==> config.mk <==
export PLATFORM = sky130hd
export DESIGN_NAME = bbox_sample_iterator
export DESIGN_NICKNAME = d
export VERILOG_FILES = /design/src/rtl/raster_pkg.sv /design/src/rtl/bbox_sample_iterator_iter_step.sv /design/src/rtl/bbox_sample_iterator.sv
export SDC_FILE = /design/constraint.sdc
export NUM_CORES = 2
export LEC_CHECK = 0
export CORE_AREA = 2 2 286 288
export CTS_CLUSTER_SIZE = 8
export DETAILED_ROUTE_END_ITERATION = 8
export DIE_AREA = 0 0 288 290
export DONT_BUFFER_PORTS = 1
export PLACE_DENSITY = 0.46
export SKIP_LAST_GASP = 1
export SYNTH_ARGS = -nofsm -noshare
export SYNTH_HDL_FRONTEND = slang
export SYNTH_HIERARCHICAL = 1
export SYNTH_SLANG_ARGS = --single-unit
==> constraint.sdc <==
create_clock -name clk -period 24.6 [get_ports clk]
set_input_delay 2.46 -clock clk [delete_from_list [all_inputs] [get_ports clk]]
set_output_delay 2.46 -clock clk [all_outputs]
set_load 0.05 [all_outputs]
==> src/rtl/raster_pkg.sv <==
// Shared types and helpers for the raster sample-iteration stage.
package raster_pkg;

    typedef enum logic {
        WAIT = 1'b0,
        TEST = 1'b1
    } iter_state_t;

    localparam logic [3:0] SS_1X = 4'b1000;
    localparam logic [3:0] SS_2X = 4'b0100;
    localparam logic [3:0] SS_4X = 4'b0010;
    localparam logic [3:0] SS_8X = 4'b0001;

    // Sample pitch in fixed point; an illegal code falls back to one full pixel.
    function automatic int unsigned ss_step(input logic [3:0] sub_sample, input int radix);
        int k;
        case (sub_sample)
            SS_2X:   k = 1;
            SS_4X:   k = 2;
            SS_8X:   k = 3;
            default: k = 0;
        endcase
        return 32'd1 << (radix - k);
    endfunction

endpackage

==> src/rtl/bbox_sample_iterator_iter_step.sv <==
// Next-sample arithmetic for the row-major box walk: advances (x,y) by one step and
// flags whether the current and the advanced positions are the final sample of the box.
module iter_step #(
    parameter int SIGFIG = 24
) (
    input  logic signed [SIGFIG-1:0] x_i,
    input  logic signed [SIGFIG-1:0] y_i,
    input  logic signed [SIGFIG-1:0] step_i,
    input  logic signed [SIGFIG-1:0] ll_x_i,
    input  logic signed [SIGFIG-1:0] ur_x_i,
    input  logic signed [SIGFIG-1:0] ur_y_i,
    output logic signed [SIGFIG-1:0] nx_o,
    output logic signed [SIGFIG-1:0] ny_o,
    output logic                     last_o,
    output logic                     next_last_o
);

    logic signed [SIGFIG-1:0] x_inc;
    logic signed [SIGFIG-1:0] y_inc;
    logic signed [SIGFIG-1:0] nx_inc;
    logic signed [SIGFIG-1:0] ny_inc;

    always_comb begin
        x_inc  = x_i + step_i;
        y_inc  = y_i + step_i;
        last_o = (x_inc > ur_x_i) && (y_inc > ur_y_i);

        if (x_inc <= ur_x_i) begin
            nx_o = x_inc;
            ny_o = y_i;
        end else begin
            nx_o = ll_x_i;
            ny_o = y_inc;
        end

        // Looking one sample ahead lets the FSM leave TEST on the edge that issues the last sample.
        nx_inc      = nx_o + step_i;
        ny_inc      = ny_o + step_i;
        next_last_o = (nx_inc > ur_x_i) && (ny_inc > ur_y_i);
    end

endmodule

==> src/rtl/bbox_sample_iterator.sv <==
// Latches a triangle and its bounding box and issues one sample location per unstalled cycle.
// Define ITER_STATS_EN to add the triCnt_RnnnnU / sampCnt_RnnnnU statistics outputs.
module bbox_sample_iterator
    import raster_pkg::*;
#(
    parameter int SIGFIG = 24,
    parameter int RADIX  = 10,
    parameter int VERTS  = 3,
    parameter int AXIS   = 3,
    parameter int COLORS = 3
) (
    input  logic                                   clk,
    input  logic                                   rst,
    input  logic [VERTS-1:0][AXIS-1:0][SIGFIG-1:0] tri_R13S,
    input  logic [COLORS-1:0][SIGFIG-1:0]          color_R13U,
    input  logic [1:0][1:0][SIGFIG-1:0]            box_R13S,
    input  logic                                   validTri_R13H,
    input  logic [3:0]                             subSample_RnnnnU,
    input  logic                                   stall_R14H,
    output logic                                   halt_RnnnnH,
    output logic [VERTS-1:0][AXIS-1:0][SIGFIG-1:0] tri_R14S,
    output logic [COLORS-1:0][SIGFIG-1:0]          color_R14U,
    output logic [1:0][SIGFIG-1:0]                 sample_R14S,
    output logic                                   validSamp_R14H
`ifdef ITER_STATS_EN
    ,
    output logic [31:0]                            triCnt_RnnnnU,
    output logic [31:0]                            sampCnt_RnnnnU
`endif
);

    iter_state_t                            state_q, state_d;
    logic [VERTS-1:0][AXIS-1:0][SIGFIG-1:0] tri_q, tri_d;
    logic [COLORS-1:0][SIGFIG-1:0]          color_q, color_d;
    logic signed [SIGFIG-1:0]               ll_x_q, ll_x_d;
    logic signed [SIGFIG-1:0]               ur_x_q, ur_x_d;
    logic signed [SIGFIG-1:0]               ur_y_q, ur_y_d;
    logic signed [SIGFIG-1:0]               step_q, step_d;
    logic [1:0][SIGFIG-1:0]                 sample_q, sample_d;
    logic                                   valid_q, valid_d;
`ifdef ITER_STATS_EN
    logic [31:0]                            tri_cnt_q, tri_cnt_d;
    logic [31:0]                            samp_cnt_q, samp_cnt_d;
`endif

    logic signed [SIGFIG-1:0] in_ll_x, in_ll_y, in_ur_x, in_ur_y, in_step;
    logic                     in_inverted;
    logic signed [SIGFIG-1:0] it_x, it_y, it_step, it_ll_x, it_ur_x, it_ur_y;
    logic signed [SIGFIG-1:0] it_nx, it_ny;
    logic                     it_last, it_next_last;

    always_comb begin
        in_ll_x     = $signed(box_R13S[0][0]);
        in_ll_y     = $signed(box_R13S[0][1]);
        in_ur_x     = $signed(box_R13S[1][0]);
        in_ur_y     = $signed(box_R13S[1][1]);
        in_step     = SIGFIG'(ss_step(subSample_RnnnnU, RADIX));
        in_inverted = (in_ur_x < in_ll_x) || (in_ur_y < in_ll_y);
    end

    // In WAIT the step logic looks at the incoming box so the accept edge knows if lower-left is final.
    always_comb begin
        if (state_q == TEST) begin
            it_x    = $signed(sample_q[0]);
            it_y    = $signed(sample_q[1]);
            it_step = step_q;
            it_ll_x = ll_x_q;
            it_ur_x = ur_x_q;
            it_ur_y = ur_y_q;
        end else begin
            it_x    = in_ll_x;
            it_y    = in_ll_y;
            it_step = in_step;
            it_ll_x = in_ll_x;
            it_ur_x = in_ur_x;
            it_ur_y = in_ur_y;
        end
    end

    iter_step #(
        .SIGFIG (SIGFIG)
    ) u_iter_step (
        .x_i         (it_x),
        .y_i         (it_y),
        .step_i      (it_step),
        .ll_x_i      (it_ll_x),
        .ur_x_i      (it_ur_x),
        .ur_y_i      (it_ur_y),
        .nx_o        (it_nx),
        .ny_o        (it_ny),
        .last_o      (it_last),
        .next_last_o (it_next_last)
    );

    always_comb begin
        // NOTE: every _d starts as its _q so no path through this block leaves a value unassigned (no latches).
        state_d    = state_q;
        tri_d      = tri_q;
        color_d    = color_q;
        ll_x_d     = ll_x_q;
        ur_x_d     = ur_x_q;
        ur_y_d     = ur_y_q;
        step_d     = step_q;
        sample_d   = sample_q;
        valid_d    = valid_q;
`ifdef ITER_STATS_EN
        tri_cnt_d  = tri_cnt_q;
        samp_cnt_d = samp_cnt_q;
`endif

        if (!stall_R14H) begin
            case (state_q)
                WAIT: begin
                    if (validTri_R13H) begin
                        tri_d    = tri_R13S;
                        color_d  = color_R13U;
                        ll_x_d   = in_ll_x;
                        ur_x_d   = in_ur_x;
                        ur_y_d   = in_ur_y;
                        step_d   = in_step;
                        sample_d = {in_ll_y, in_ll_x};
                        valid_d  = !in_inverted;
                        state_d  = (in_inverted || it_last) ? WAIT : TEST;
`ifdef ITER_STATS_EN
                        tri_cnt_d = tri_cnt_q + 32'd1;
                        if (!in_inverted) begin
                            samp_cnt_d = samp_cnt_q + 32'd1;
                        end
`endif
                    end else begin
                        valid_d = 1'b0;
                    end
                end
                TEST: begin
                    sample_d = {it_ny, it_nx};
                    valid_d  = 1'b1;
                    state_d  = it_next_last ? WAIT : TEST;
`ifdef ITER_STATS_EN
                    samp_cnt_d = samp_cnt_q + 32'd1;
`endif
                end
                default: state_d = WAIT;
            endcase
        end
    end

    // NOTE: state registers use non-blocking assignments so every flop samples pre-edge values.
    always_ff @(posedge clk or posedge rst) begin
        if (rst) begin
            state_q    <= WAIT;
            tri_q      <= '0;
            color_q    <= '0;
            ll_x_q     <= '0;
            ur_x_q     <= '0;
            ur_y_q     <= '0;
            step_q     <= '0;
            sample_q   <= '0;
            valid_q    <= 1'b0;
`ifdef ITER_STATS_EN
            tri_cnt_q  <= '0;
            samp_cnt_q <= '0;
`endif
        end else begin
            state_q    <= state_d;
            tri_q      <= tri_d;
            color_q    <= color_d;
            ll_x_q     <= ll_x_d;
            ur_x_q     <= ur_x_d;
            ur_y_q     <= ur_y_d;
            step_q     <= step_d;
            sample_q   <= sample_d;
            valid_q    <= valid_d;
`ifdef ITER_STATS_EN
            tri_cnt_q  <= tri_cnt_d;
            samp_cnt_q <= samp_cnt_d;
`endif
        end
    end

    assign halt_RnnnnH    = (state_q == TEST);
    assign tri_R14S       = tri_q;
    assign color_R14U     = color_q;
    assign sample_R14S    = sample_q;
    assign validSamp_R14H = valid_q;
`ifdef ITER_STATS_EN
    assign triCnt_RnnnnU  = tri_cnt_q;
    assign sampCnt_RnnnnU = samp_cnt_q;
`endif

endmodule

Word level (Yosys, flattened, before mapping) --
Index checks and enable logic that the tools add are counted.
Word-level totals: memories 0, latch bits 0, RAM bits 0, bits of input ports 392, flip-flop bits (word level) 434, memory bits (read-only) 0
Cells by class: reduce and logical (&&, ||, !) cells 7, add/sub/neg operators 5, divide/modulo/power cells 0, mux-type cells 17, $lt $le $gt $ge 7, equal/unequal tests 4, bitwise logic cells 2, shift-type cells 1, multiply operators 0
Operators with widths (number):
- $mux 24 | 8
- $add 24x24->24 | 4
- $gt 24x24->1 | 4
- $pmux 48 s2 | 1
- $lt 24x24->1 | 2
- $mux 48 | 1
- $shl 1x32->24 const A | 1
- $sub 5x32->32 const A | 1
- $le 24x24->1 | 1
- $pmux 2 s3 | 1
- $eq 4x1->1 const B | 1
- $eq 4x2->1 const B | 1
- $eq 4x3->1 const B | 1
- $mux 1 | 4
- $pmux 1 s2 | 2
- $reduce_and 3->1 | 1
- $logic_and 1x1->1 | 2
- $logic_or 1x1->1 | 2
- $ne 2x2->1 const B | 1
- $not 1->1 | 2
- $reduce_and 2->1 | 1
- $logic_not 1->1 | 1

Logic depth before layout (Yosys ltp) --
word-level depth 13, gate-level depth with buffers 53, depth with buffers taken out 47

Hierarchy --
Netlist, hierarchy kept.
By module, submodules not included:
- bbox_sample_iterator | cells an instance 2182, seq. area each 10660.2 um2, area an instance 18759.2 um2, times used 1
- iter_step | cells an instance 929, seq. area each 0.0 um2, area an instance 7029.2 um2, times used 1

Worst setup path before layout --
OpenSTA, ideal clock, no wires.
kind input to register, start point in subSample_RnnnnU[1], end point reg state_q (netlist: halt_RnnnnH), arrival 11074 ps, path buffers 2, stages 42, path slack 13394 ps, required time 24468 ps, path through or4b_2 -> o21ai_0 -> ha_1 -> a21o_1 -> a31o_1 -> a221o_1 -> a221oi_4 -> nor2_1 -> a211oi_2 -> xnor2_1 -> ha_1 -> nand4_1 -> nor2_1 -> nor2_1 -> a21oi_1 -> mux2i_1 -> a31o_2 -> clkbuf_1 -> [... 6 more ...] -> a31oi_1 -> a2111oi_0 -> o21bai_1 -> a21oi_1 -> nor3b_1 -> mux2i_1 -> nand3_1 -> ha_1 -> nand4_1 -> nor4_1 -> nand2_1 -> a221oi_1 -> nor3_1 -> xnor2_1 -> a311oi_1 -> inv_1 -> o21ai_0 -> o41ai_2
On the way: word-level cells in the longest chain between the ends 13, elaborated cells on any way between the ends 25, classes of those cells add/sub: 5; order compare: 5; eq/ne: 3; shift: 1; mux: 8; reduce/logical: 3
Ends and longest elaborated chain:
- start: declaration | line bbox_sample_iterator.sv:18 | input logic [3:0] subSample_RnnnnU,
- $eq 4x1->1 (tied with other cells) | line raster_pkg.sv:17 | case (sub_sample)
- $pmux 2 s3 * | line raster_pkg.sv:17
- $sub 5x32->32 * | line raster_pkg.sv:23 | return 32'd1 << (radix - k);
- $shl 1x32->24 * | line raster_pkg.sv:23
- $mux 24 * | line bbox_sample_iterator.sv:63 | if (state_q == TEST) begin
- via it_step[7] | line bbox_sample_iterator.sv:48 | logic signed [SIGFIG-1:0] it_x, it_y, it_step, it_ll_x, it_ur_x, it_ur_y;
- $add 24x24->24 * | line bbox_sample_iterator_iter_step.sv:24 | x_inc = x_i + step_i;
- $le 24x24->1 * | line bbox_sample_iterator_iter_step.sv:28 | if (x_inc <= ur_x_i) begin
- $mux 24 * | line bbox_sample_iterator_iter_step.sv:28
- via it_ny[2] | line bbox_sample_iterator.sv:49 | logic signed [SIGFIG-1:0] it_nx, it_ny;
- $add 24x24->24 * | line bbox_sample_iterator_iter_step.sv:38 | ny_inc = ny_o + step_i;
- $gt 24x24->1 * | line bbox_sample_iterator_iter_step.sv:39 | next_last_o = (nx_inc > ur_x_i) && (ny_inc > ur_y_i);
- $logic_and 1x1->1 * | line bbox_sample_iterator_iter_step.sv:39
- via it_next_last | line bbox_sample_iterator.sv:50 | logic it_last, it_next_last;
- $mux 1 * | line bbox_sample_iterator.sv:137 | state_d = it_next_last ? WAIT : TEST;
- $pmux 1 s2 * | line bbox_sample_iterator.sv:112 | case (state_q)
- end signal: assignment | line bbox_sample_iterator.sv:164 | state_q <= state_d;
- end: declaration | line bbox_sample_iterator.sv:32 | iter_state_t state_q, state_d;
The timed path passes the listed nets; every way through them passes the cells marked *. A chain may end at the register's enable or synchronous reset.

Worst setup path after layout --
start point in subSample_RnnnnU[1], end point reg state_q (netlist: halt_RnnnnH)
On the way: word-level cells in the longest chain between the ends 13, elaborated cells on any way between the ends 25, classes of those cells add/sub: 5; order compare: 5; eq/ne: 3; shift: 1; mux: 8; reduce/logical: 3
Ends and longest elaborated chain (line):
- $eq 4x1->1 (tied with other cells) | raster_pkg.sv:17
- $pmux 2 s3 * | raster_pkg.sv:17
- $sub 5x32->32 * | raster_pkg.sv:23
- $shl 1x32->24 * | raster_pkg.sv:23
- $mux 24 * | bbox_sample_iterator.sv:63
- via it_step[7] | bbox_sample_iterator.sv:48
- $add 24x24->24 | bbox_sample_iterator_iter_step.sv:24
- $le 24x24->1 | bbox_sample_iterator_iter_step.sv:28
- $mux 24 * | bbox_sample_iterator_iter_step.sv:28
- via it_ny[7] | bbox_sample_iterator.sv:49
- $add 24x24->24 * | bbox_sample_iterator_iter_step.sv:38
- $gt 24x24->1 * | bbox_sample_iterator_iter_step.sv:39
- $logic_and 1x1->1 * | bbox_sample_iterator_iter_step.sv:39
- via it_next_last | bbox_sample_iterator.sv:50
- $mux 1 * | bbox_sample_iterator.sv:137
- $pmux 1 s2 * | bbox_sample_iterator.sv:112
Marks and branches as above.

==> run summary <==
root buf cell -> clkbuf_16
Max clock buf depth -> 3
CTS hold repair buffers -> 0
P&R area growth vs syn -> 11.02%
# rows -> 104
vias in the first global route -> 21730
WP data arrival -> 12.55 ns
CP Data Required Time -> 25.09 ns
Synth Cell Area -> 0.02579 mm²
Sw Share -> 0.5207
synth unique cells -> 72
pre-CTS setup slack -> 11.94 ns
Slowest Stage Delay on Critical Path -> 0.69 ns
Iter 0 DRT Violations -> 1261
drt wl/cell -> 21.86 µm
clock tree from TritonCTS -> done
Die Ht -> 290 µm
fillers -> 8387
routed wire length -> 91260 µm
Tmin final -> 12.06 ns
routability-driven placement congestion ratio -> 0.9390
static leakage -> 14.85 nW
EDFF count, synth -> 0
CTS Sinks -> 426
slew at the pin with the worst max-slew slack -> 1.137 ns
register share of total power -> 0.408
overall routing resource usage -> 0.2132
clock-pin slew on the worst setup and hold paths -> 0.06 ns
synthesized instance count -> 3111
Comb pwr share -> 0.422
first-pass GRT wire length -> 136700 µm
DRT Pass-1 Iters -> 7
Synth async-reset ratio -> 1.000
CP max stage cell -> or4b_2
setup bufs post-CTS -> 0
CP Launch Type -> input pin
Worst Hold Class -> flop to flop
io pins -> 730
Synth area leaders -> dfrtp_1, nand2_1, ha_1
RSZ-0062 raised after global routing -> false
crit path max fanout -> 30
cts repair resizes -> 0
clock share of power -> 0.170
Syn Area/Cell -> 8.289 µm²
VDD IR max -> 0.00006354 V
core area -> 0.08016 mm²
sequential share of the synthesized area -> 0.4134
Cell Pwr Density -> 160.2 mW/mm²
layout cells sized above 1 -> 0.06879
maximum clock frequency -> 82.89 MHz
NetSw -> 2.388 mW
Nets -> 3733
predominant post-synthesis flop cell -> dfrtp_1
starting density of the core -> 0.3217
vias -> 21170
Final Hold Vio Count -> 0
width of the chip -> 288 µm
Max Cap Viol -> 0
CP Class -> input pin to flop
Syn. warnings -> 6
P_int -> 2.199 mW
Final Skew -> 0.01911 ns
hpwl dp -> 71450 µm
critical path capture point type -> flop
Most Frequent Cell on Critical Path -> ha_1
grt ovf -> 0
Slew Viols, Final -> 0
fin crit share -> 0.4904
status -> complete, no violations
# setup viols final -> 0
initial antenna violation count -> 1
Worst Slack Setup Final -> 12.54 ns
via/cell ratio -> 5.071
clk_lat worst skew -> 0.63 ns
CTS Buf Count -> 61
DRC -> 0
post-route ant nets -> 0
IO Port Bufs -> 0
largest net degree at the start of global routing -> 224
Setup TNS -> 0 ns
synthesis-stage register bit count -> 426
die area -> 0.08352 mm²
Synth area leader -> dfrtp_1
# H-tree levels -> 2
share of the synthesized area in the top cell type -> 0.4134
R2R Setup Slk -> 13.10 ns
Max-slew headroom -> 0.2422
-- Yosys cell counts, types with 10 or more instances --
master	instances
a211oi_1	14
a21o_1	71
a21oi_1	144
and2_1	25
buf_2	28
clkbuf_1	94
dfrtp_1	426
ha_1	236
inv_1	127
mux2_2	93
mux2i_1	29
nand2_1	1266
nand2b_1	37
nand3_1	21
nand4_1	31
nor2_1	73
nor2b_1	20
nor3_1	20
o211ai_1	14
o21a_1	10
o21ai_0	139
o21bai_1	11
xnor2_1	61
xor2_1	25
-- per-stage QoR --
| stage | power, mW | hold slack [ns] | cell area, µm² | cells | utilization |
|---|---|---|---|---|---|
| 6_report | 4.587 | 0.4668 | 28630 | 4174 | 0.3572 |
| 5_1_grt | 4.918 | 0.4848 | 28620 | 4171 | 0.3571 |
| 4_1_cts | 4.617 | 0.4704 | 28620 | 4171 | 0.3571 |
| 3_5_place_dp | 3.813 | 0.4564 | 26930 | 4098 | 0.3360 |
| 3_3_place_gp | 3.773 | 0.4515 | 26930 | 4098 | 0.3360 |
| 2_1_floorplan | 3.257 | 0.4401 | 25900 | 3142 | - |
-- power by group through the flow --
stage                     Sequential (mW)  Clock (mW)  Combinational (mW)
final                                1.87       0.780                1.94
after global routing                 1.90       0.836                2.19
after CTS                            1.88       0.804                1.93
after detailed placement             1.89           0                1.93
after global placement               1.89           0                1.88
after floorplan                      1.76           0                1.50
-- flip-flops by register name, indices dropped and copies added (netlist names) --
register / flops
halt_RnnnnH: 1
ll_x_q: 24
validSamp_R14H: 1
ur_x_q: 24
color_R14U: 72
sample_R14S: 48
ur_y_q: 24
step_q: 16
tri_R14S: 216
-- path summary, 6_finish.rpt --
path	startpoint	to	depth (start not counted)
min in group asynchronous	rst	tri_R14S[100]$_DFFE_PP0P_	1
worst max-delay path	subSample_RnnnnU[1]	halt_RnnnnH$_DFFE_PP0N_	42
max in group asynchronous	rst	halt_RnnnnH$_DFFE_PP0N_	3
worst min register to register	ur_x_q[8]$_DFFE_PP0P_	ur_x_q[8]$_DFFE_PP0P_	2
worst max register to register	halt_RnnnnH$_DFFE_PP0N_	halt_RnnnnH$_DFFE_PP0N_	41
worst min-delay path	ur_x_q[8]$_DFFE_PP0P_	ur_x_q[8]$_DFFE_PP0P_	2
-- layer usage --
metal  track usage  part of all wire  up-vias
li1              -                 -    10180
met1        0.2609              0.41    10210
met2        0.3698              0.49      660
met3       0.05071             0.067      120
met4       0.06205             0.028        0
met5             0                 0        -
-- worst max-delay path: cells and delay by family --
| kind | cells | cell delay [ns] |
|---|---|---|
| mux | 3 | 0.78 |
| simple gates | 11 | 2.24 |
| xor+xnor | 2 | 0.27 |
| fa+ha+maj | 4 | 1.26 |
| buf+inv | 3 | 0.76 |
| compound gates | 19 | 4.77 |
-- layout make-up --
class                      count  area (µm²)  area share
multi-input combinational   2463       14280      0.4988
sequential                   426       10660      0.3725
tap                         1060        1326     0.04632
antenna                        3       7.507   0.0002622
timing repair buffer          22       177.7    0.006206
clock inverter                 7       103.9    0.003627
clock buffer                  66        1585     0.05537
inverter                     127       484.2     0.01691
-- kinds of logic after synthesis --
| kind of cell | after synthesis | synth area share |
|---|---|---|
| AND/OR/NAND/NOR | 1526 | 0.2395 |
| AO/OA/AOI/OAI | 457 | 0.1101 |
| flip-flops | 426 | 0.4134 |
| buffers and inverters | 253 | 0.03818 |
| adder cells (fa/ha/maj) | 240 | 0.1176 |
| multiplexers | 122 | 0.05187 |
| XOR/XNOR | 86 | 0.02921 |
| other | 1 | 0.0001454 |
-- cell usage in the layout (no fill, tap or decap), types with 61 or more instances in the layout --
cell,n
a21o_1,71
a21oi_1,144
clkbuf_16,61
dfrtp_1,425
ha_1,236
inv_1,126
mux2_2,93
nand2_1,1265
nor2_1,73
o21ai_0,139
xnor2_1,61
Note: power is estimated with default switching activity, not from simulation.
